File: config.mk
export PLATFORM = sky130hd
export DESIGN_NAME = serial_addsub
export DESIGN_NICKNAME = d
export VERILOG_FILES = /design/src/rtl/serial_addsub.sv
export SDC_FILE = /design/constraint.sdc
export NUM_CORES = 1
export LEC_CHECK = 0
export BUFFER_PORTS_ARGS = -buffer_cell sky130_fd_sc_hd__buf_2
export CORE_UTILIZATION = 52
export CTS_CLUSTER_DIAMETER = 100
export DETAILED_ROUTE_END_ITERATION = 6
export MAX_ROUTING_LAYER = met4
export PLACE_DENSITY = 0.76
export REMOVE_ABC_BUFFERS = 1
export SLEW_MARGIN = 20
export SYNTH_ARGS = -nofsm -noshare
export SYNTH_HDL_FRONTEND = slang
export SYNTH_SLANG_ARGS = --single-unit
File: constraint.sdc
create_clock -name clk -period 1.53 [get_ports clk]
set_input_delay 0.0765 -clock clk [delete_from_list [all_inputs] [get_ports clk]]
set_output_delay 0.0765 -clock clk [all_outputs]
set_load 0.02 [all_outputs]
File: src/rtl/serial_addsub.sv
// serial_addsub: bit-serial add/subtract, LSB first, one full-adder slice.
// Subtract is x + ~y + 1: the operand inversion happens at load and the +1
// is the initial carry. c_out is the carry out for add and not-borrow for
// subtract, so it matches the combinational datapath bit for bit.
module serial_addsub #(
    parameter int WIDTH = 4
) (
    input  logic             clk,
    input  logic             rst_n,
    input  logic             start,
    input  logic [WIDTH-1:0] x,
    input  logic [WIDTH-1:0] y,
    input  logic             cntrl,
    output logic             busy,
    output logic             done,
    output logic [WIDTH-1:0] s,
    output logic             c_out
);

    localparam int CW = $clog2(WIDTH);
    localparam logic [CW-1:0] LAST = CW'(WIDTH - 1);

    typedef enum logic [1:0] {
        IDLE    = 2'd0,
        RUN     = 2'd1,
        DONE_ST = 2'd2
    } state_t;

    state_t           state;
    logic [WIDTH-1:0] a;
    logic [WIDTH-1:0] b;
    logic             carry;
    logic [CW-1:0]    count;
    logic [WIDTH-1:0] res;

    logic             sum_bit;
    logic             carry_nxt;
    logic [WIDTH-1:0] res_nxt;

    // Full-adder slice on the current LSBs; the sum enters the result at the MSB
    always_comb begin
        sum_bit   = a[0] ^ b[0] ^ carry;
        carry_nxt = (a[0] & b[0]) | (a[0] & carry) | (b[0] & carry);
        res_nxt   = {sum_bit, res[WIDTH-1:1]};
    end

    // Control FSM and datapath; s/c_out only change on entry to DONE
    always_ff @(posedge clk or negedge rst_n) begin
        if (!rst_n) begin
            state <= IDLE;
            busy  <= 1'b0;
            done  <= 1'b0;
            s     <= '0;
            c_out <= 1'b0;
            a     <= '0;
            b     <= '0;
            carry <= 1'b0;
            count <= '0;
            res   <= '0;
        end else begin
            case (state)
                IDLE, DONE_ST: begin
                    // DONE accepts start like IDLE so operations can run back to back
                    done <= 1'b0;
                    if (start) begin
                        state <= RUN;
                        busy  <= 1'b1;
                        a     <= x;
                        b     <= y ^ {WIDTH{cntrl}};
                        carry <= cntrl;
                        count <= '0;
                        res   <= '0;
                    end else begin
                        state <= IDLE;
                    end
                end
                RUN: begin
                    a     <= a >> 1;
                    b     <= b >> 1;
                    carry <= carry_nxt;
                    res   <= res_nxt;
                    if (count == LAST) begin
                        // Hold count at its last value so it never wraps
                        state <= DONE_ST;
                        busy  <= 1'b0;
                        done  <= 1'b1;
                        s     <= res_nxt;
                        c_out <= carry_nxt;
                    end else begin
                        count <= count + 1'b1;
                    end
                end
                default: begin
                    state <= IDLE;
                    busy  <= 1'b0;
                    done  <= 1'b0;
                end
            endcase
        end
    end

endmodule

==> qor.yml <==
clock_tree:
  cts_root_buffer: "clkbuf_4"
  cts_tree: "built"
  htree_num_levels: 1
  cts_buffers: 3
  clock_path_buffers: 2
  clk_pin_slew_worst_paths_ps: 120
  clk_latency_ps: 310
  cts.sinks: 23
routing:
  wl_microns: 1592
  wire_per_inst_microns: 13.05
  drc: 0
  drtAntennaViolNets: 0
  dr.pass1.iters: 3
  drtIter0Drc: 18
  num_vias: 652
  via_per_inst: 5.344
die:
  die_y_microns: 45.57
  dieArea_sq_mm: 0.002077
  rows: 15
  io_pins: 19
  die_w_microns: 45.57
  start_util: 0.5656
  core-area_sq_mm: 0.001745
worst_hold_path:
  hold_path_class: "in2reg"
logic_synthesis:
  synth_enable_flop_cells: 0
  synth_top_cell_by_area: "dfrtp_1"
  ys_ff_latch: 23
  ys_async_sr_fraction: 1.000
  yosys_warnings: 0
  syn_area_sq_um: 987.2
  postSynthAreaPerCell_sq_um: 13.16
  synth_cell_type_count: 25
  yosysMostFrequentCell: "dfrtp_1"
  synthTopCellsByCount: "dfrtp_1, a22o_1, mux2_2, nor2_1"
  synth_area_leaders: "dfrtp_1, a22o_1, mux2_2"
  synth_top_area_frac: 0.5830
  synth_cells: 75
  synth_seq_area_share: 0.5830
  synth_flop_cell: "dfrtp_1"
cells_and_area:
  final_util: 0.6545
  area_growth_pct: 15.72
  final_area_sq_mm: 0.001142
  n_antenna_cell: 0
  layout.nets: 112
  fin_cells: 122
  layout-drive-gt1-share: 0.3505
placement:
  dp_cells: 116
  gp_congestion: 0.7201
  pre_cts_ws_ps: 122.4
  dp_hpwl_microns: 1179
  placed_cell_area_sq_mm: 0.001090
  port_buffers: 18
sta:
  tns_ps: 0
  setup_viol: 0
  slew_viol_final: 0
  post-route-period-util: 0.9158
  period_needed_ps: 1401
  rsz0062_at_grt: "false"
  hold_viol: 0
  tightest_slew_ps: 489.3
  max-slew-margin-rel: 0.6738
  fin_ws_ps: 128.8
  fmax_mhz: 713.7
  finClkSkew_ps: 4.228
global_routing:
  grt_start_max_net_pins: 24
  grt_first_pass_wirelength_microns: 2525
  grt.total_usage: 0.1835
  grt_pass1_vias: 579
  grt-ovfl-total: 0
  antenna_found_initial: 0
critical_path:
  cp-end-kind: "flop"
  crit_buf_inv: 1
  crit_path_start_kind: "flop"
  critical_path.top_delay_family: "flip-flops"
  worstSetupPathType: "reg2reg"
  crit_slowest_cell: "dfrtp_1"
  cp_max_fo: 13
  critPathRequiredTime_ps: 1740
  critical-path-max-stage-delay_ps: 420
  crit_chain: "and2b_4 -> nor2_2 -> buf_4 -> a221o_1"
  crit_arrival_ps: 1610
power_and_ir_drop:
  p_leak_nw: 0.5911
  power_density_mw_per_mm2: 2070
  peakVddDrop_mv: 1.239
job:
  drv_cap: 0
outcome:
  status: "completed"
-- logic make-up (layout without fill, tap and decap cells) --
group / Yosys count / in the layout / synth area share
AO/OA/AOI/OAI: 19 / 19 / 0.1584
AND/OR/NAND/NOR: 16 / 16 / 0.08494
flip-flops: 23 / 23 / 0.5830
buffers and inverters: 5 / 27 / 0.03802
XOR/XNOR: 4 / 4 / 0.03549
adder cells (fa/ha/maj): 2 / 2 / 0.03295
multiplexers: 6 / 6 / 0.06717
-- registers in the layout (all words and copies together), names as in the netlist --
signal and count:
state 2, res 3, carry 1, c_out 1, done 1, s 4, busy 1, b 4
a 4, count 2
-- where the power goes --
group / internal [W] / switching, W
clock: 0.0000977 / 0.000177
combinational: 0.000519 / 0.000522
sequential: 0.000879 / 0.000171
-- what timing repair did --
item | in CTS | in global routing
resized for setup | 0 | 1
endpoints found under the setup margin | 0 | 1
setup buffers | 0 | 0
hold endpoints to repair | 24 | 0
hold buffers | 2 | 0
-- cells in the final DEF, fill, tap and decap left out --
| cell | n |
|---|---|
| buf_2 | 18 |
| nand2_2 | 1 |
| xnor2_1 | 3 |
| xor2_1 | 1 |
| clkbuf_4 | 3 |
| o21a_1 | 1 |
| a21o_1 | 4 |
| dlygate4sd3_1 | 2 |
| nor3b_2 | 1 |
| nand2_1 | 4 |
| mux2_2 | 5 |
| nor2_2 | 1 |
| clkinv_2 | 1 |
| buf_4 | 2 |
| inv_1 | 1 |
| nor2_1 | 5 |
| or2b_1 | 1 |
| and2b_4 | 1 |
| a221o_1 | 3 |
| fa_1 | 1 |
| mux2i_1 | 1 |
| a22o_1 | 9 |
| nor2b_1 | 1 |
| or2_2 | 1 |
| ha_1 | 1 |
| dfrtp_1 | 23 |
| o21ai_0 | 2 |
-- cell type report --
cell class / count / area, sq um
fillers: 147 / 603.1
flip-flops and latches: 23 / 575.6
multi-input cells: 47 / 379.1
repair buffers: 22 / 125.1
well taps: 25 / 31.28
clock buffers: 3 / 22.52
clock inverters: 1 / 5.005
inverters: 1 / 3.754
-- worst min-delay path: stages --
cell and delay [ps]:
buf_2 80, a22o_1 110, a21o_1 70
-- routing by layer --
layer | routed length (microns) | share of wire | GRT usage
met5 | 0 | 0 | -
met4 | 24 | 0.015 | 0.09091
met3 | 42 | 0.026 | 0.02381
met2 | 753 | 0.47 | 0.2743
met1 | 772 | 0.48 | 0.2448
-- stage by stage --
stage                     hold WS, ps  total power, W
after global routing            58.06        0.002548
after CTS                       40.43        0.002379
after detailed placement        71.32        0.002104
final                           48.51        0.002365
after floorplan                -219.1        0.001781
after global placement          71.93        0.002042
-- path summary, 6_finish.rpt --
check                         start    to  slack (ps)  depth (start not counted)
max                        state[1]  b[1]         130                          4
min                            x[0]  a[0]          50                          3
min in group asynchronous     rst_n  s[1]         250                          2
max reg2reg                state[1]  b[1]         130                          4
min reg2reg                    a[1]  a[1]         500                          1
max in group asynchronous     rst_n  b[2]         950                          2
(Power assumes the default switching activity.)
